<file path="src/rtl/stream_rr_arbiter.sv">
// Round-robin arbiter merging NUM_REQ valid/ready streams into one registered
// output stream, with bounded per-requester bursts and a source id on each beat.
//
// Ports:
//   clk, rst_n   : clock, async active-low reset
//   up_valid     : per-requester valid (bit i = requester i)
//   up_data      : flat data, requester i at [i*DW +: DW]
//   up_ready     : per-requester ready, one-hot or zero
//   down_valid   : registered output valid
//   down_data    : registered output data
//   down_id      : requester index that sourced down_data
//   down_ready   : downstream ready
module stream_rr_arbiter #(
  parameter  int DW        = 32,
  parameter  int NUM_REQ   = 4,
  parameter  int BURST_MAX = 4,
  localparam int IDW       = (NUM_REQ > 2) ? $clog2(NUM_REQ) : 1
) (
  input  logic                  clk,
  input  logic                  rst_n,
  input  logic [NUM_REQ-1:0]    up_valid,
  input  logic [NUM_REQ*DW-1:0] up_data,
  output logic [NUM_REQ-1:0]    up_ready,
  output logic                  down_valid,
  output logic [DW-1:0]         down_data,
  output logic [IDW-1:0]        down_id,
  input  logic                  down_ready
);

  localparam int CW = $clog2(BURST_MAX + 1);

  typedef enum logic {
    S_IDLE,
    S_BURST
  } state_t;

  state_t           r_state;
  state_t           w_state_nx;
  logic [IDW-1:0]   r_owner;
  logic [IDW-1:0]   w_owner_nx;
  logic [IDW-1:0]   r_ptr;
  logic [IDW-1:0]   w_ptr_nx;
  logic [CW-1:0]    r_cnt;
  logic [CW-1:0]    w_cnt_nx;

  logic             r_valid;
  logic [DW-1:0]    r_data;
  logic [IDW-1:0]   r_id;

  logic             w_free;
  logic             w_keep;
  logic             w_hit;
  logic             w_gnt;
  logic             w_xfer;
  logic [IDW-1:0]   w_arb_idx;
  logic [IDW-1:0]   w_gnt_idx;
  logic [IDW-1:0]   w_cand [NUM_REQ];

  function automatic int wrap(input int a);
    return (a >= NUM_REQ) ? a - NUM_REQ : a;
  endfunction

  // Candidate k is the k-th requester in search order from r_ptr.
  always_comb begin
    for (int k = 0; k < NUM_REQ; k++) begin
      w_cand[k] = IDW'(wrap(int'(r_ptr) + k));
    end
  end

  always_comb begin
    w_hit     = 1'b0;
    w_arb_idx = '0;
    for (int k = 0; k < NUM_REQ; k++) begin
      if (!w_hit && up_valid[w_cand[k]]) begin
        w_hit     = 1'b1;
        w_arb_idx = w_cand[k];
      end
    end
  end

  assign w_free = !r_valid || down_ready;

  // Owner keeps the grant until it idles or exhausts its burst;
  // otherwise the search result takes over in the same cycle.
  assign w_keep = (r_state == S_BURST)
               && up_valid[r_owner]
               && (r_cnt < CW'(BURST_MAX));

  assign w_gnt     = w_keep || w_hit;
  assign w_gnt_idx = w_keep ? r_owner : w_arb_idx;
  assign w_xfer    = w_free && w_gnt;

  always_comb begin
    up_ready = '0;
    if (w_xfer && rst_n) begin
      up_ready[w_gnt_idx] = 1'b1;
    end
  end

  always_comb begin
    w_state_nx = r_state;
    w_owner_nx = r_owner;
    w_ptr_nx   = r_ptr;
    w_cnt_nx   = r_cnt;
    if (w_free) begin
      if (w_keep) begin
        w_cnt_nx = r_cnt + CW'(1);
      end else if (w_hit) begin
        w_state_nx = S_BURST;
        w_owner_nx = w_arb_idx;
        w_cnt_nx   = CW'(1);
        w_ptr_nx   = (w_arb_idx == IDW'(NUM_REQ - 1))
                   ? '0
                   : w_arb_idx + IDW'(1);
      end else begin
        w_state_nx = S_IDLE;
        w_cnt_nx   = '0;
      end
    end
  end

  always_ff @(posedge clk or negedge rst_n) begin
    if (!rst_n) begin
      r_state <= S_IDLE;
      r_owner <= '0;
      r_ptr   <= '0;
      r_cnt   <= '0;
    end else begin
      r_state <= w_state_nx;
      r_owner <= w_owner_nx;
      r_ptr   <= w_ptr_nx;
      r_cnt   <= w_cnt_nx;
    end
  end

  always_ff @(posedge clk or negedge rst_n) begin
    if (!rst_n) begin
      r_valid <= 1'b0;
      r_data  <= '0;
      r_id    <= '0;
    end else if (w_xfer) begin
      r_valid <= 1'b1;
      r_data  <= up_data[w_gnt_idx*DW +: DW];
      r_id    <= w_gnt_idx;
    end else if (down_ready) begin
      r_valid <= 1'b0;
    end
  end

  assign down_valid = r_valid;
  assign down_data  = r_data;
  assign down_id    = r_id;

endmodule

</file>
<file path="config.mk">
export PLATFORM = sky130hd
export DESIGN_NAME = stream_rr_arbiter
export DESIGN_NICKNAME = d
export VERILOG_FILES = /design/src/rtl/stream_rr_arbiter.sv
export SDC_FILE = /design/constraint.sdc
export NUM_CORES = 1
export LEC_CHECK = 0
export ABC_AREA = 0
export BUFFER_PORTS_ARGS = -buffer_cell sky130_fd_sc_hd__clkbuf_2
export CELL_PAD_IN_SITES_DETAIL_PLACEMENT = 1
export CELL_PAD_IN_SITES_GLOBAL_PLACEMENT = 1
export CORE_AREA = 2 2 103 105
export DETAILED_ROUTE_END_ITERATION = 12
export DIE_AREA = 0 0 105 107
export PLACE_DENSITY_LB_ADDON = 0.08
export SYNTH_ARGS = -nofsm -noshare
export SYNTH_HDL_FRONTEND = slang
export SYNTH_SLANG_ARGS = --single-unit
</file>
<file path="constraint.sdc">
create_clock -name clk -period 2.5 [get_ports clk]
set_input_delay 0.5 -clock clk [delete_from_list [all_inputs] [get_ports clk]]
set_output_delay 0.5 -clock clk [all_outputs]
set_load 0.03 [all_outputs]
</file>
; ---- Word-level counts from Yosys, hierarchy flattened
; Index checks and enable logic that the tools add are counted.
[op_classes]
addsub = 9
order_cmp = 12
eq_ne = 1
n_shift = 1
n_mux = 32
n_bitwise = 1
n_reduce_logical = 17
[ops]
columns = cell, n
row1 = 128-bit by 8-bit indexed part select with 32-bit output, 1
row2 = 2-bit two-way mux, 10
row3 = "2-bit by 3-bit less-than comparator with 1-bit output, second input constant", 6
row4 = 1-bit two-way mux, 14
row5 = 1-bit binary-select mux with 2-bit select, 5
row6 = "3-bit >= comparator, second input constant", 3
row7 = 1-bit logical AND, 8
row8 = "2-bit by 1-bit subtractor with 2-bit output, second input constant", 4
row9 = "2-bit by 2-bit adder with 3-bit output, second input constant", 2
row10 = 1-bit zero test, 4
row11 = 4-bit two-way mux, 1
row12 = "2-bit by 1-bit adder with 3-bit output, second input constant", 1
row13 = "3-bit by 1-bit adder with 3-bit output, second input constant", 1
row14 = "2-bit by 3-bit >= comparator with 1-bit output, second input constant", 1
row15 = "3-bit less-than comparator, second input constant", 1
row16 = 3-bit two-way mux, 1
row17 = 3-bit AND reduction, 1
row18 = "2-bit by 1-bit adder with 2-bit output, second input constant", 1
row19 = 1-bit demux with 2-bit select, 1
row20 = "2-bit == test, second input constant", 1
row21 = "2-bit by 1-bit >= comparator with 1-bit output, second input constant", 1
row22 = 1-bit logical OR, 2
row23 = 2-bit AND reduction, 1
row24 = 2-bit nonzero test, 1
row25 = 1-bit inverter, 1
[totals]
ff_bits = 43
inputBits = 135
wordCells = 80

; ---- Logic depth before layout (Yosys ltp)
; Gate-level depths: netlist of the first run.
[logic_depth]
ltp_word = 20
mapped_depth = 8
ltp_nobuf = 6

; ---- Worst setup path after synthesis of the first run
; Ideal clock, no wire load.
[synth_timing]
kind = in2out
startpoint = input up_valid[0]
endpoint = output up_ready[2]
arrival_time_ns = 2.001
required_time_ns = 2.000
setup_slack_ns = -0.001
stages = 7
path_cell_list = nor2b_1 -> o21a_1 -> or2_1 -> buf_2 -> o32ai_4 -> buf_6 -> and3_1
[synth_via]
elab_chain_cells = 18
word_cells_on_any_way = 36
classes_between = order compare: 2 / mux: 22 / reduce/logical: 12
[synth_lines]
columns = element, line_no
row1 = from (decl), 21  ; input logic [NUM_REQ-1:0] up_valid,
row2 = 1-bit binary-select mux with 2-bit select, 74  ; if (!w_hit && up_valid[w_cand[k]]) begin
row3 = 1-bit two-way mux (not written as such), 74
row4 = 1-bit two-way mux, 74
row5 = 1-bit zero test, 74
row6 = 1-bit logical AND, 74
row7 = 1-bit two-way mux, 74
row8 = 1-bit zero test, 74
row9 = 1-bit logical AND, 74
row10 = [2 not listed], n/a
row11 = 1-bit logical AND, 74
row12 = 2-bit two-way mux, 74
row13 = 2-bit two-way mux, 90  ; assign w_gnt_idx = w_keep ? r_owner : w_arb_idx;
row14 = 2-bit by 3-bit less-than comparator with 1-bit output (not written as such) / 2-bit by 1-bit >= comparator with 1-bit output (equally long branches), 96  ; up_ready[w_gnt_idx] = 1'b1;
row15 = 1-bit logical AND (not written as such), 96
row16 = 1-bit two-way mux (not written as such), 96
row17 = 1-bit demux with 2-bit select, 96
row18 = 4-bit two-way mux *, 95  ; if (w_xfer && rst_n) begin
row19 = to (decl), 23  ; output logic [NUM_REQ-1:0] up_ready,
; Every way passes the cells marked *; elsewhere a longest branch is shown, timed or not. The select of a mux whose other input is x is not followed.

; ---- Worst setup path after layout of the first run
[layout_timing]
startpoint = register r_owner[0]
endpoint = output up_ready[3]
[layout_via]
elab_chain_cells = 10
word_cells_on_any_way = 14
classes_between = order compare: 2 / mux: 6 / reduce/logical: 6
[layout_lines]
columns = element, line_no
row1 = from (decl), 39  ; logic [IDW-1:0] r_owner;
row2 = from (signal assigned), 130  ; r_owner <= w_owner_nx;
row3 = 1-bit binary-select mux with 2-bit select, 86  ; && up_valid[r_owner]
row4 = 1-bit two-way mux (not written as such), 86
row5 = 1-bit logical AND, 86
row6 = 1-bit logical AND, 87  ; && (r_cnt < CW'(BURST_MAX));
row7 = 2-bit two-way mux, 90
row8 = 2-bit by 3-bit less-than comparator with 1-bit output (not written as such) / 2-bit by 1-bit >= comparator with 1-bit output (equally long branches), 96
row9 = 1-bit logical AND (not written as such), 96
row10 = 1-bit two-way mux (not written as such), 96
row11 = 1-bit demux with 2-bit select, 96
row12 = 4-bit two-way mux *, 95
; Marks and branches as above.

==> results of run 1 <==
==> final cells by class <==
| cell class | instances | area (µm²) |
|---|---|---|
| fill | 1255 | 6340 |
| multi-input combinational | 192 | 1310 |
| timing repair buffer | 199 | 1100 |
| sequential | 43 | 1080 |
| tap | 136 | 170 |
| clock buffer | 7 | 86.3 |
| clock inverter | 1 | 8.76 |
| inverter | 1 | 3.75 |
==> state kept, by name, indices dropped and copies added, names as in the netlist <==
signal      cells
down_data      32
down_id         2
down_valid      1
r_cnt           3
r_owner         2
r_ptr           2
r_state         1
==> routing by layer <==
layer,vias to the layer above,track usage,share of wire
met3,11,0.0432,0.061
met4,0,0.0457,0.017
li1,1367,-,-
met1,1330,0.201,0.42
met5,-,0,0
met2,98,0.314,0.51
==> how the worst max path moves through the flow <==
stage / end / slack [ns] / depth (start not counted)
after floorplan: up_ready[3] / 0.02 / 7
after global placement: up_ready[2] / 0.06 / 7
after detailed placement: up_ready[0] / 0.05 / 8
after CTS: up_ready[1] / 0.004 / 6
after global routing: up_ready[0] / -0.06 / 6
final: up_ready[3] / 0.002 / 6
==> worst max-delay path: cells and delay by family (launching register included) <==
family / cells / cell delay (ns)
buf+inv: 1 / 0.12
flops: 1 / 0.45
compound gates: 2 / 0.46
simple gates: 3 / 0.66
==> report_power, final <==
group | switching [mW] | internal, mW
logic | 1.83 | 1.08
registers | 0.199 | 1.02
clock network | 0.253 | 0.227
total | 2.28 | 2.33
==> logic make-up (layout without fill, tap and decap cells) <==
kind of cell | after synthesis | after routing | share of synthesized area
AOI/OAI and AO/OA | 120 | 120 | 0.374
adders and majority gates | 1 | 1 | 0.00510
buffers and inverters | 21 | 208 | 0.0464
DFF | 43 | 43 | 0.439
muxes | 2 | 2 | 0.00918
and+or+nand+nor | 69 | 69 | 0.126
==> placed cells by master, fill, tap and decap left out, types with 2 or more instances in the layout <==
cell type	netlist	layout
sky130_fd_sc_hd__clkbuf_2	0	169
sky130_fd_sc_hd__a22oi_1	64	64
sky130_fd_sc_hd__nor2_1	43	40
sky130_fd_sc_hd__dfrtp_1	43	40
sky130_fd_sc_hd__a31oi_1	32	32
sky130_fd_sc_hd__buf_4	1	26
sky130_fd_sc_hd__nand2_1	8	8
sky130_fd_sc_hd__clkbuf_8	0	7
sky130_fd_sc_hd__o21ai_0	4	4
sky130_fd_sc_hd__a21oi_1	5	4
sky130_fd_sc_hd__nor2_2	1	3
sky130_fd_sc_hd__nand2b_1	3	3
sky130_fd_sc_hd__dfrtp_2	0	3
sky130_fd_sc_hd__a21o_1	2	2
sky130_fd_sc_hd__nor2b_1	3	2
sky130_fd_sc_hd__o21a_1	2	2
sky130_fd_sc_hd__o32ai_4	2	2
sky130_fd_sc_hd__a32o_2	0	2
sky130_fd_sc_hd__and3_4	0	2
sky130_fd_sc_hd__mux2_2	2	2
sky130_fd_sc_hd__buf_8	0	2
==> stage by stage <==
step / area [µm²] / util
detailed placement: 3530 / 0.350
global route: 3750 / 0.372
floorplan: 2450 / -
global placement: 3530 / 0.350
finish: 3750 / 0.372
CTS: 3720 / 0.368
==> what timing repair did <==
item / 4_1_cts / 5_1_grt
gates cloned: 0 / 0
resized for setup: 17 / 12
setup buffers: 5 / 2
pin swaps: 5 / 4
setup endpoints to repair: 4 / 4
==> run summary, run 1 <==
The critical path class is reg2out. The mapped cell area is approximately 2500 µm². The net total in the final layout came out at 578. The per-cell routed wire length is 16.7 µm. The routed design has 9670 µm of wire. Pin placement for this block handled between 150 and 200 I/O pins. For this configuration, the core starts out at a cell density of 0.243. Yosys attributes the largest share of cell area to sky130_fd_sc_hd__dfrtp_1 44%, sky130_fd_sc_hd__a22oi_1 20%, sky130_fd_sc_hd__a31oi_1 8.2%, sky130_fd_sc_hd__nor2_1 6.6%, sky130_fd_sc_hd__o32ai_4 2.2%. The residual antenna-violating net count after detailed routing is 0. The signal on the critical path passes through and2_4 -> o21a_1 -> or2_4 -> o32ai_4 -> and3_4 -> buf_8. The worst setup path is captured at an output pin. The final clock period utilization by the worst path came out at 0.999. The setup slack of the most critical reg-to-reg path is 0.29 ns. The clock tree root driver cell is sky130_fd_sc_hd__clkbuf_8. The sum of overflow across all layers after global routing is 0.

The number of sinks on the clock net is 43. The sequential area share after synthesis is 0.439. Ranked by instance count, the synthesized netlist is headed by 64 x sky130_fd_sc_hd__a22oi_1, 43 x sky130_fd_sc_hd__dfrtp_1, 43 x sky130_fd_sc_hd__nor2_1, 32 x sky130_fd_sc_hd__a31oi_1, 9 x sky130_fd_sc_hd__clkbuf_1. The non-filler instance count after layout came out at 579.

The largest net degree at the start of global routing is 41. The final-report setup violation count is 0. The number of library cell types mapped by synthesis is 35. Data arrives at the worst endpoint at 2.00 ns. From left edge to right edge, the die measures 105 µm. The minimum clock period after layout came out at about 2.5 ns. In this design, the stage delay of the slowest critical-path cell is around 0.45 ns. The standard cell with the maximum stage delay on the critical path is sky130_fd_sc_hd__dfrtp_2. The area share of the largest cell type after synthesis came out at 0.439. The DRC violations left came out at 0.

The maximum ir drop on the vdd rail is 0.000352 V. The critical path starts at r_owner[0]. Before antenna repair, the detailed router went through 4 iterations. The HPWL reported at the end of detailed placement came out at 7280 µm. The number of vias per cell after detailed routing is 4.85.

The number of instances in the synthesized netlist is 256. The number of violations of the max-capacitance limit is 0. The congestion estimate from routability-driven global placement came to 0.775.

The worst setup path is launched from a register. The smallest setup slack after layout came out at 0.00151 ns. The share of synthesized flip-flops with an asynchronous set or reset came out at 1.00.

The cell type contributing the most total cell area after synthesis is sky130_fd_sc_hd__dfrtp_1. On the final layout, the worst clock skew is 0.00431 ns. The share of final-layout standard cells stronger than drive strength 1 is 0.526. The final count of pins violating max slew came to 0. The startpoint identified for the worst register-to-register timing path is r_owner[0]. The sum of internal, switching and leakage power is around 4.6 mW. Counting every net in the synthesized netlist gives between 300 and 400. The run finished with clean final reports. The worst slack after detailed placement is 0.0511 ns.

Measured against its own limit, the worst slew margin works out to 0.665. The number of warnings reported in the yosys synthesis log is 0. The number of H-tree levels is 2.

In the global route stage, overall resource usage came out at 0.172. The number of clock buffers added by TritonCTS is 5. In this run, post-CTS hold repair placed 0 buffers. TritonCTS built the clock tree. The height of the die came out at approximately 110 µm. The clock insertion delay at the later pin of the skew report is around 0.29 ns.

The deepest clock path buffer count came out at 2. The antenna diode count came out at 0. The highest clock rate is 400 MHz. The post-synthesis average cell area is 9.58 µm².

Measured in cells, the most critical reg-to-reg path has a length of 7. The number of cells in the design after placement is 564. The clock-pin slew reported for the worst setup and hold paths after clock tree synthesis came out at 0.09 ns.

The endpoint identified for the worst register-to-register timing path is down_data[9]. The power per unit of standard cell area is 1230 nW/µm². The number of core rows is 37. In this run the worst path has a maximum fanout of 6. The placeable core region came out at 10100 µm².

The count of vias placed by the detailed router came out at approximately 2800. The hold violation count in the final report is 0. Among all cell types in the netlist, the one instantiated most often is sky130_fd_sc_hd__a22oi_1. For this run, the leading register cell type out of synthesis is sky130_fd_sc_hd__dfrtp_1. The DRC marker count from the first detailed-route iteration came out at 59. The die outline area is 11200 µm². The wire length of the first global-routing pass came out at 15300 µm. Setup repair after global routing could not meet its margin everywhere. The flip-flop and latch count after synthesis came out at between 40 and 50. The area growth from synthesis to final layout is 53.1%. The number of input and output port buffers inserted came out at approximately 170.

The pin slew with the least headroom to its limit came out at 0.501 ns. The final worst hold slack came out at around 0.052 ns. The initial antenna violation count is 0. In this run the worst hold path is classified as in2async. STA puts the critical path data required time at 2.00 ns. The via count of the first global-routing pass is 2976. The analysis attributes to cell leakage a power of 1.79 nW. The number of enable flip-flop cells after synthesis came out at 0.

In the final timing run, aggregate negative setup slack is 0 ns.
(Power assumes the default switching activity.)
==> inputs of run 2 (changes only) <==
--- a/config.mk
+++ b/config.mk
@@ -11,5 +11,5 @@
 export CELL_PAD_IN_SITES_GLOBAL_PLACEMENT = 1
-export CORE_AREA = 2 2 103 105
+export CORE_AREA = 2 2 95 97
 export DETAILED_ROUTE_END_ITERATION = 12
-export DIE_AREA = 0 0 105 107
+export DIE_AREA = 0 0 97 99
 export PLACE_DENSITY_LB_ADDON = 0.08
==> constraint.sdc (replaced) <==
create_clock -name clk -period 2.5 [get_ports clk]
set_input_delay 0 -clock clk [delete_from_list [all_inputs] [get_ports clk]]
set_output_delay 0 -clock clk [all_outputs]
set_load 0.03 [all_outputs]
==> run 2 against run 1 <==
  * Non-clock buffer count is 11 lower
  * Critical path type unchanged
  * Flip-flop and latch count stayed put
  * Clock power is 2% higher
  * Largest power group unchanged
  * Register-to-register slack hardly changed
==> run summary, run 2 (synthesis results as in run 1) <==
Result of the run: completed (unchanged). The beginning of the worst hold path is up_data[3]. The standard cell with the maximum stage delay on the critical path is sky130_fd_sc_hd__dfrtp_1 (was sky130_fd_sc_hd__dfrtp_2). The net total in the final layout came out at 567 (was 578).

The placeable core region is 8550 µm² (was 10100 µm²). The total net switching power is 2.24 mW (was 2.28 mW). The internal power component came out at 2.31 mW (was 2.33 mW). The number of fillers in the final layout came out at 1070 (was 1255).

The TritonCTS buffer count is 5 (unchanged). The clock skew after layout came out at 0.00462 ns (was 0.00431 ns). The number of core rows came out at 34 (was 37). The number of H-tree levels came out at 2 (unchanged). The hold violation count in the final report is 0 (unchanged). The die outline area is 9600 µm² (was 11200 µm²). The final count of pins violating max slew came to 0 (unchanged). The DRC violations left is 0 (unchanged). The highest clock rate is 419 MHz (was 400 MHz). The antenna diode count came out at 0 (unchanged). The number of input and output port buffers inserted came out at 173 (unchanged). The TritonCTS clock tree is yes (unchanged). The clock insertion delay at the later pin of the skew report is 0.30 ns (was 0.29 ns). The largest fanout of any net on the critical path was 33 (was 6). The endpoint class of the critical path is an output pin (unchanged). The share of total power in combinational logic is 0.622 (was 0.630). The final worst hold slack came to 0.0237 ns (was 0.0519 ns). The sum of overflow across all layers after global routing came out at 0 (unchanged). The number of violations of the max-capacitance limit came out at 0 (unchanged). The count of vias placed by the detailed router was 2793 (was 2806). The area growth from synthesis to final layout came out at 48.0% (was 53.1%). The minimum clock period after layout came to 2.39 ns (was 2.50 ns).

The critical register-to-register path startpoint was r_owner[0] (unchanged). The end point of the critical path is up_ready[3] (unchanged). The via count of the first global-routing pass is 3091 (was 2976). The data arrival time of the worst path was 2.39 ns (was 2.00 ns).

The fraction of power spent switching nets came out at 0.493 (was 0.495). The share of final-layout standard cells stronger than drive strength 1 is 0.475 (was 0.526). The total track usage came to 0.196 (was 0.172).

The static leakage power is 1.75 nW (was 1.79 nW). The end of the worst register-to-register path is down_data[8] (was down_data[9]). The final clock period utilization by the worst path is 0.955 (was 0.999). The DRC marker count from the first detailed-route iteration is 93 (was 59). The sum of routed wire length over all layers is 9660 µm (was 9670 µm).

The category of the worst setup path launch point is a register (unchanged). The clock tree root driver cell is sky130_fd_sc_hd__clkbuf_8 (unchanged). The power per unit of standard cell area came out at 1250 nW/µm² (was 1230 nW/µm²).

The pin slew with the least headroom to its limit is 0.594 ns (was 0.501 ns). The clock-pin slew reported for the worst setup and hold paths after clock tree synthesis is 0.08 ns (was 0.09 ns). The startpoint of the most critical setup path is r_owner[0] (unchanged). The relative slew slack was 0.602 (was 0.665).

The residual antenna-violating net count after detailed routing is 0 (unchanged). The worst path required time is 2.50 ns (was 2.00 ns). The most frequent standard cell in the layout excluding fill and tap cells is sky130_fd_sc_hd__clkbuf_2 (unchanged). The wire length of the first global-routing pass came out at 15100 µm (was 15300 µm). The number of gates on the worst path with buffers counted came out at 7 (was 6). The chip width is 97 µm (was 105 µm).

The worst hold path class was in2reg (was in2async). The post-route cell area came out at 3630 µm² (was 3750 µm²). The delay contributed by the slowest stage of the critical path is 0.42 ns (was 0.45 ns). The flip-flop count of the largest register after layout is 32 (unchanged).

The setup slack of the most critical reg-to-reg path is 0.30 ns (was 0.29 ns). The post-placement cell area came out at 3480 µm² (was 3530 µm²). The largest net degree at the start of global routing is 43 (was 41).

The family of cells with the greatest summed delay on the critical path is simple AND/OR/NAND/NOR gates (unchanged). The first-pass iteration count of the detailed router is 4 (unchanged). The share of power burned in registers is 0.270 (was 0.265). The critical path class was reg2out (unchanged). The final-report setup violation count is 0 (unchanged). The number of vias per cell after detailed routing is 5.17 (was 4.85).

The combined buffer and inverter count along the critical path is 2 (was 1). Cells along the critical path: and2_1 -> o21a_1 -> or2_4 -> o32ai_4 -> buf_12 -> and3_1 -> clkbuf_2 (was and2_4 -> o21a_1 -> or2_4 -> o32ai_4 -> and3_4 -> buf_8). The initial antenna violation count is 0 (unchanged). The clock group share of total power came out at 0.108 (was 0.104).

The height of the die is 99 µm (was 107 µm). The worst-case reg-to-reg path depth is 8 (was 7). The initial standard-cell utilization of the core was 0.287 (was 0.243). The final weighted congestion of routability-driven global placement came out at 0.762 (was 0.775). The HPWL reported at the end of detailed placement came out at 7280 µm (about the same). The sum of internal, switching and leakage power came out at 4.55 mW (was 4.61 mW).

The per-cell routed wire length came out at 17.9 µm (was 16.7 µm). The number of sinks on the clock net came to 43 (unchanged). The deepest clock path buffer count came out at 2 (unchanged). Highest-count cells in the layout ignoring fill and taps: 173 x sky130_fd_sc_hd__clkbuf_2, 64 x sky130_fd_sc_hd__a22oi_1, 43 x sky130_fd_sc_hd__dfrtp_1 (was 169 x sky130_fd_sc_hd__clkbuf_2, 64 x sky130_fd_sc_hd__a22oi_1, 40 x sky130_fd_sc_hd__nor2_1, 40 x sky130_fd_sc_hd__dfrtp_1, 32 x sky130_fd_sc_hd__a31oi_1). The count of boundary I/O pins came out at 174 (unchanged). The maximum ir drop on the vdd rail is 0.000380 V (was 0.000352 V).
## run 2: cell count changes in the layout (fill, tap and decap cells not counted), sizes merged
cell and change:
clkbuf +5, dlygate4sd3 +1, buf -16, clkinv -1
## run 2: worst min path at each step
stage	depth (start not counted)	endpoint	slack [ns]
final	3	down_data[3]	0.02
after global routing	3	down_data[1]	0.03
after global placement	1	down_data[17]	-0.16
after CTS	3	down_data[20]	0.01
after detailed placement	1	down_data[17]	-0.16
after floorplan	0	down_data[0]	-0.30
## run 2: worst reg2reg max path: stages, from the launching register on
cell	delay (ns)
sky130_fd_sc_hd__dfrtp_1	0.42
sky130_fd_sc_hd__and2_1	0.20
sky130_fd_sc_hd__o21a_1	0.21
sky130_fd_sc_hd__or2_4	0.29
sky130_fd_sc_hd__o32ai_4	0.34
sky130_fd_sc_hd__buf_4	0.19
sky130_fd_sc_hd__clkbuf_16	0.18
sky130_fd_sc_hd__a22oi_1	0.10
sky130_fd_sc_hd__a31oi_1	0.18
## run 2: stage by stage
step | std cells | setup WS (ns) | utilization | TNS [ns]
after floorplan | 256 | 0.576 | - | 0
after global routing | 540 | -0.00895 | 0.424 | -0.00895
final | 540 | 0.113 | 0.424 | 0
after detailed placement | 529 | 0.389 | 0.407 | 0
after CTS | 538 | 0.0512 | 0.420 | 0
after global placement | 529 | 0.483 | 0.407 | 0
## run 2: timing repair
| action | CTS | global route |
|---|---|---|
| hold endpoints to repair | 43 | 0 |
| gates resized for setup | 0 | 2 |
| buffers inserted | 0 | 1 |
| endpoints found under the setup margin | 0 | 3 |
| hold buffers | 1 | 0 |
## run 2: power groups by stage
stage | clock, mW | sequential (mW) | combinational, mW
after floorplan | 0 | 1.77 | 1.35
after global placement | 0 | 1.23 | 2.75
after detailed placement | 0 | 1.24 | 2.79
after CTS | 0.513 | 1.23 | 2.79
after global routing | 0.540 | 1.29 | 3.07
final | 0.490 | 1.23 | 2.83
## run 2: layout make-up
type	instances	area (µm²)	area share
multi-input cells	192	1280	0.352
flip-flops and latches	43	1080	0.297
well taps	108	135	0.0372
clock buffers	8	100	0.0276
inverters	1	3.75	0.00103
repair buffers	188	1040	0.286
## run 2: metal layers
layer | global-route usage | share of wire
met1 | 0.227 | 0.40
met2 | 0.358 | 0.52
met3 | 0.0468 | 0.059
met4 | 0.0639 | 0.020
met5 | 0 | 0
